File: src/rtl/snn_weight_loader_if.sv
// Stream-in / weight-bus-out bundle of the SNN weight loader.
// The slave modport is the loader; the master modport is the host feeding words and observing writes.
interface snn_weight_loader_if #(
  parameter int N_NEURON   = 4,
  parameter int W_WIDTH    = 8,
  parameter int ADDR_WIDTH = 2
);
  logic                  s_valid;
  logic                  s_ready;
  logic [W_WIDTH-1:0]    s_data;
  logic [N_NEURON-1:0]   weight_wr;
  logic [ADDR_WIDTH-1:0] weight_addr;
  logic [W_WIDTH-1:0]    weight_data;

  modport master (
    output s_valid, s_data,
    input  s_ready, weight_wr, weight_addr, weight_data
  );

  modport slave (
    input  s_valid, s_data,
    output s_ready, weight_wr, weight_addr, weight_data
  );
endinterface

File: src/rtl/snn_weight_loader.sv
// Turns a frame of 2 threshold words + N_NEURON*N_CHANNEL weights into one-hot neuron writes, one cycle after each beat.
// One word per clock; s_ready is high in every non-idle state except while abort is asserted.
module snn_weight_loader #(
  parameter int                 N_NEURON   = 4,
  parameter int                 N_CHANNEL  = 4,
  parameter int                 W_WIDTH    = 8,
  parameter int                 T_WIDTH    = 2*W_WIDTH,
  parameter logic [T_WIDTH-1:0] THR_RESET  = 16'h0100,
  parameter int                 ADDR_WIDTH = (N_CHANNEL > 1) ? $clog2(N_CHANNEL) : 1
) (
  input  logic                clk,
  input  logic                rst_n,
  input  logic                start,
  input  logic                abort,
  snn_weight_loader_if.slave  bus,
  output logic [T_WIDTH-1:0]  threshold,
  output logic                busy,
  output logic                done,
  output logic                err
);
  localparam int NW = (N_NEURON > 1) ? $clog2(N_NEURON) : 1;
  localparam logic [NW-1:0]         N_LAST = NW'(N_NEURON - 1);
  localparam logic [ADDR_WIDTH-1:0] C_LAST = ADDR_WIDTH'(N_CHANNEL - 1);

  typedef enum logic [1:0] {S_IDLE, S_THR_LO, S_THR_HI, S_WEIGHTS} state_t;

  state_t                r_state, w_state_nxt;
  logic [NW-1:0]         r_nidx;
  logic [ADDR_WIDTH-1:0] r_cidx;
  logic [W_WIDTH-1:0]    r_shadow;
  logic [T_WIDTH-1:0]    r_threshold;
  logic [N_NEURON-1:0]   r_wr;
  logic [ADDR_WIDTH-1:0] r_addr;
  logic [W_WIDTH-1:0]    r_data;
  logic                  r_done, r_err;

  logic                  w_beat, w_last, w_clr, w_wbeat;
  logic [N_NEURON-1:0]   w_onehot;

  assign busy          = (r_state != S_IDLE);
  assign bus.s_ready   = busy && !abort;
  assign w_beat        = bus.s_valid && bus.s_ready;
  assign w_wbeat       = w_beat && (r_state == S_WEIGHTS);
  assign w_last        = (r_nidx == N_LAST) && (r_cidx == C_LAST);

  assign bus.weight_wr   = r_wr;
  assign bus.weight_addr = r_addr;
  assign bus.weight_data = r_data;
  assign threshold       = r_threshold;
  assign done            = r_done;
  assign err             = r_err;

  always_comb begin
    w_state_nxt      = r_state;
    w_clr            = 1'b0;
    w_onehot         = '0;
    w_onehot[r_nidx] = 1'b1;
    unique case (r_state)
      S_IDLE: begin
        if (start) begin
          w_state_nxt = S_THR_LO;
          w_clr       = 1'b1;
        end
      end
      S_THR_LO:  if (w_beat) w_state_nxt = S_THR_HI;
      S_THR_HI:  if (w_beat) w_state_nxt = S_WEIGHTS;
      S_WEIGHTS: if (w_beat && w_last) w_state_nxt = S_IDLE;
    endcase
    // Abort outranks everything except the idle start request.
    if (abort && busy) w_state_nxt = S_IDLE;
  end

  always_ff @(posedge clk or negedge rst_n) begin
    if (!rst_n) r_state <= S_IDLE;
    else        r_state <= w_state_nxt;
  end

  always_ff @(posedge clk or negedge rst_n) begin
    if (!rst_n) begin
      r_nidx <= '0;
      r_cidx <= '0;
    end else if (w_clr) begin
      r_nidx <= '0;
      r_cidx <= '0;
    end else if (w_wbeat) begin
      if (r_cidx == C_LAST) begin
        r_cidx <= '0;
        r_nidx <= (r_nidx == N_LAST) ? '0 : r_nidx + 1'b1;
      end else begin
        r_cidx <= r_cidx + 1'b1;
      end
    end
  end

  always_ff @(posedge clk or negedge rst_n) begin
    if (!rst_n) begin
      r_shadow    <= '0;
      r_threshold <= THR_RESET;
      r_wr        <= '0;
      r_addr      <= '0;
      r_data      <= '0;
      r_done      <= 1'b0;
      r_err       <= 1'b0;
    end else begin
      r_wr   <= w_wbeat ? w_onehot : '0;
      r_done <= w_wbeat && w_last;
      r_err  <= abort && busy;
      if (w_wbeat) begin
        r_addr <= r_cidx;
        r_data <= bus.s_data;
      end
      if (w_beat && r_state == S_THR_LO) r_shadow <= bus.s_data;
      if (w_beat && r_state == S_THR_HI) r_threshold <= {bus.s_data, r_shadow};
    end
  end
endmodule

File: src/flat_wrapper.sv
// flat-port wrapper written by rule: the top's interface ports become plain ports
module snn_weight_loader_flat 
#(
  parameter int                 N_NEURON   = 4,
  parameter int                 N_CHANNEL  = 4,
  parameter int                 W_WIDTH    = 8,
  parameter int                 T_WIDTH    = 2*W_WIDTH,
  parameter logic [T_WIDTH-1:0] THR_RESET  = 16'h0100,
  parameter int                 ADDR_WIDTH = (N_CHANNEL > 1) ? $clog2(N_CHANNEL) : 1
)
  (clk, rst_n, start, abort, threshold, busy, done, err, bus_s_valid, bus_s_data, bus_s_ready, bus_weight_wr, bus_weight_addr, bus_weight_data);
  snn_weight_loader_if #(.N_NEURON(N_NEURON), .W_WIDTH(W_WIDTH), .ADDR_WIDTH(ADDR_WIDTH)) bus_i ();
  input  logic clk;
  input  logic rst_n;
  input  logic start;
  input  logic abort;
  output logic [T_WIDTH-1:0] threshold;
  output logic busy;
  output logic done;
  output logic err;
  input wire logic [$bits(bus_i.s_valid)-1:0] bus_s_valid;
  input wire logic [$bits(bus_i.s_data)-1:0] bus_s_data;
  output wire logic [$bits(bus_i.s_ready)-1:0] bus_s_ready;
  output wire logic [$bits(bus_i.weight_wr)-1:0] bus_weight_wr;
  output wire logic [$bits(bus_i.weight_addr)-1:0] bus_weight_addr;
  output wire logic [$bits(bus_i.weight_data)-1:0] bus_weight_data;
  assign bus_i.s_valid = bus_s_valid;
  assign bus_i.s_data = bus_s_data;
  assign bus_s_ready = bus_i.s_ready;
  assign bus_weight_wr = bus_i.weight_wr;
  assign bus_weight_addr = bus_i.weight_addr;
  assign bus_weight_data = bus_i.weight_data;
  snn_weight_loader #(.N_NEURON(N_NEURON), .N_CHANNEL(N_CHANNEL), .W_WIDTH(W_WIDTH), .T_WIDTH(T_WIDTH), .THR_RESET(THR_RESET), .ADDR_WIDTH(ADDR_WIDTH)) u_core (.clk(clk), .rst_n(rst_n), .start(start), .abort(abort), .bus(bus_i), .threshold(threshold), .busy(busy), .done(done), .err(err));
endmodule
File: config.mk
export PLATFORM = sky130hd
export DESIGN_NAME = snn_weight_loader_flat
export DESIGN_NICKNAME = d
export VERILOG_FILES = /design/src/rtl/snn_weight_loader_if.sv /design/src/rtl/snn_weight_loader.sv /design/src/flat_wrapper.sv
export SDC_FILE = /design/constraint.sdc
export NUM_CORES = 1
export LEC_CHECK = 0
export ABC_AREA = 1
export BUFFER_PORTS_ARGS = -buffer_cell sky130_fd_sc_hd__buf_2
export CAP_MARGIN = 20
export CORE_UTILIZATION = 40
export CTS_BUF_LIST = sky130_fd_sc_hd__clkbuf_16
export DETAILED_ROUTE_END_ITERATION = 7
export HOLD_SLACK_MARGIN = 0.08
export PLACE_DENSITY_LB_ADDON = 0.15
export SYNTH_ARGS = -nofsm -noshare
export SYNTH_HDL_FRONTEND = slang
export SYNTH_SLANG_ARGS = --single-unit
File: constraint.sdc
create_clock -name clk -period 1.75 [get_ports clk]
set_clock_uncertainty 0.15 [all_clocks]
set_input_delay 0.0875 -clock clk [delete_from_list [all_inputs] [get_ports clk]]
set_output_delay 0.0875 -clock clk [all_outputs]
set_load 0.02 [all_outputs]
==> results by group <==
Run status
  • Status: completed

Timing
  • Relative slew margins: about three fifths
  • Max Clock Freq: roughly 600 MHz
  • Worst slew pin tran: 0.576 ns
  • Setup TNS: 0 ns
  • Period utilization: 95.4%
  • Final worst slack: 0.0812 ns
  • Hold Vio Cnt, Final: 0
  • Slew Viols, Final: 0
  • Final setup violation count: 0
  • Min Tclk post-route: around 1.7 ns

Floorplanning
  • Die area: ~5500 sq um
  • Die extent in y: about 74 um
  • Core area: 4880 sq um
  • FP Rows: 25
  • Chip Width: 74.4 um
  • I/O pins: 47
  • Starting Density: around 43%

Power and ir drop
  • Combinational Power Share: 39.6%
  • Internal power: about 2.6 mW
  • IR drop worst, VDD: 0.619 mV
  • Clock Power Share: 21.5%
  • Pwr dens: between 1500 and 2000 nW/um^2
  • Switching pwr: around 1.6 mW
  • P_leak: approximately 1.5 nW
  • Register share of total power: roughly two fifths
  • Sw Ratio: between 30% and 40%

Route
  • Remaining DRCs: 0
  • Vias: 1,511
  • Routed Antenna Nets: 0
  • Drt pass-1 iters: 4
  • Starting DRT DRC Count: 127
  • Vias per inst: approximately 4.4
  • Average wire per standard cell: 11.9 um
  • Drt total wl: slightly above 4000 um

Final layout
  • Multi-input gate area: just under 800 sq um
  • Layout fillers: 463
  • Layout net count: around 300
  • Post-route cell area: 2740 sq um
  • Diodes inserted: 0
  • Area Overhead vs Synth: 30.8%
  • Layout cells sized above 1: a little under two fifths
  • Register area: around 1200 sq um

Synth
  • Average size of a mapped cell: 10.3 sq um
  • Syn nets: between 200 and 250
  • Synth unique cells: 23
  • Sequential-to-total area share from yosys stat: about 55%
  • Synthesized area: 2090 sq um
  • Synth Register Bits: 46
  • Cell count after synthesis: ~200
  • YS warnings: 0

GRT
  • Pin count of the biggest net entering global routing: 47
  • Vias in the first global route: 1,270
  • Total GRT Usage: around 15%
  • Grt total ovfl: 0
  • Antenna violations before repair: 0
  • Global-route wire length before repair: ~6000 um

Setup path
  • Crit path kind: reg -> reg
  • Worst-path maximum fanout: 6
  • Worst Path Arrival: about 1.7 ns
  • Startpoint types: register
  • Crit end category: register
  • Crit path required time: roughly 1.8 ns

Clock tree
  • Maximum clock insertion buffer count: 2
  • Worst skew pair latency: 0.28 ns
  • Htree depth: 2
  • Root Driver: clkbuf_16
  • CTS clock-pin slew for the worst setup and hold paths: 0.06 ns
  • TritonCTS clock tree: done
  • CTS sink count: 46
  • Num CTS Buffers: 5

Placed design
  • Dpl ws: 0.0356 ns
  • Port bufs: 46
  • GP Congestion: roughly 0.80
  • Placed cell area: roughly 2400 sq um
  • Dpl hpwl: 2490 um

Flow run
  • Maxcap violations: 0

Min path
  • Hold Crit Class: in -> reg
critical path, cell delays in order, from the launching register on:
cell and delay [ns]:
dfrtp_1 0.39, inv_1 0.08, ha_2 0.21, nor2_4 0.14
nand2_4 0.10, nor2_8 0.14, buf_4 0.17, inv_6 0.07
nand2_1 0.07, o21ai_2 0.05
Yosys cell counts (all sizes together):
cell	count	share of area, %
inv	24	4.8
o21ai	25	10
nand2	63	13
buf	6	3.3
dfrtp	45	54
nand4	2	0.60
dfstp	1	1.3
or2	1	0.30
ha	9	5.4
nor2	11	3.1
nand3	14	3.6
a21oi	2	0.48
o21a	1	0.36
final cells by class:
class                   instances  area share (%)
flip-flops and latches         46            42.1
multi-input cells             128            29.0
repair buffers                 67            16.1
clock buffers                   5            4.57
inverters                      24            3.93
well taps                      67            3.06
clock inverters                 3           0.640
repair inverters                2           0.640
power groups by stage:
stage               Combinational, mW  Sequential [mW]  Clock [mW]
finish                           1.68             1.66       0.916
global route                     1.86             1.71       0.984
CTS                              1.61             1.66       0.935
detailed placement               1.59             1.68           0
global placement                 1.57             1.68           0
floorplan                       0.828             1.98           0
layout by cell type (no fill, tap or decap), drive strengths merged:
cell / netlist / final
a21oi: 2 / 2
buf: 6 / 56
clkbuf: 0 / 5
clkinv: 0 / 3
dfrtp: 45 / 45
dfstp: 1 / 1
dlygate4sd3: 0 / 11
ha: 9 / 9
inv: 24 / 26
nand2: 63 / 63
nand3: 14 / 14
nand4: 2 / 2
nor2: 11 / 11
o21a: 1 / 1
o21ai: 25 / 25
or2: 1 / 1
stage by stage:
step | hold WS, ns | cells | total power, mW | utilization [%]
after floorplan | -0.358 | 204 | 2.81 | -
after global placement | 0.0630 | 314 | 3.25 | 48.4
after detailed placement | 0.0644 | 314 | 3.27 | 48.4
after CTS | 0.0902 | 333 | 4.21 | 53.6
after global routing | 0.142 | 342 | 4.55 | 56.1
final | 0.114 | 342 | 4.26 | 56.1
routing by layer:
layer	GRT usage, %	vias to the layer above	share of wire [%]
met5	0	-	0
met4	6.92	0	1.6
met3	4.61	7	3.8
met2	20.2	31	45
met1	21.4	690	49
li1	-	783	-
registers in the layout, indices dropped and copies added, names as in the netlist, 2 cells and up:
register	cells
u_core.bus.weight_wr	4
u_core.r_state	2
u_core.r_shadow	8
u_core.r_cidx	2
u_core.bus.weight_data	8
u_core.bus.weight_addr	2
u_core.r_nidx	2
u_core.threshold	16
final timing paths:
| check | from | end | slack [ns] | depth (start not counted) |
|---|---|---|---|---|
| worst min-delay path | bus_s_valid | u_core.r_state[0] | 0.11 | 5 |
| worst max-delay path | u_core.r_state[0] | u_core.bus.weight_data[7] | 0.08 | 9 |
| worst max register to register | u_core.r_state[0] | u_core.bus.weight_data[7] | 0.08 | 9 |
| min in group asynchronous | rst_n | u_core.bus.weight_wr[2] | 0.27 | 3 |
| worst min register to register | u_core.bus.weight_addr[1] | u_core.bus.weight_addr[1] | 0.32 | 2 |
| max in group asynchronous | rst_n | u_core.r_shadow[5] | 0.78 | 3 |
cell families (layout without fill, tap and decap cells):
family | Yosys count | after routing | synth area share, %
simple gates | 91 | 91 | 20.5
buf+inv | 30 | 101 | 8.12
flops | 46 | 46 | 55.0
compound gates | 28 | 28 | 10.9
fa+ha+maj | 9 | 9 | 5.38
repair_timing:
item	CTS	global route
endpoints found under the hold margin	76	0
hold buffers	11	0
setup buffers	0	7
gates resized for setup	0	8
endpoints found under the setup margin	0	39
Note: power is estimated with default switching activity, not from simulation.
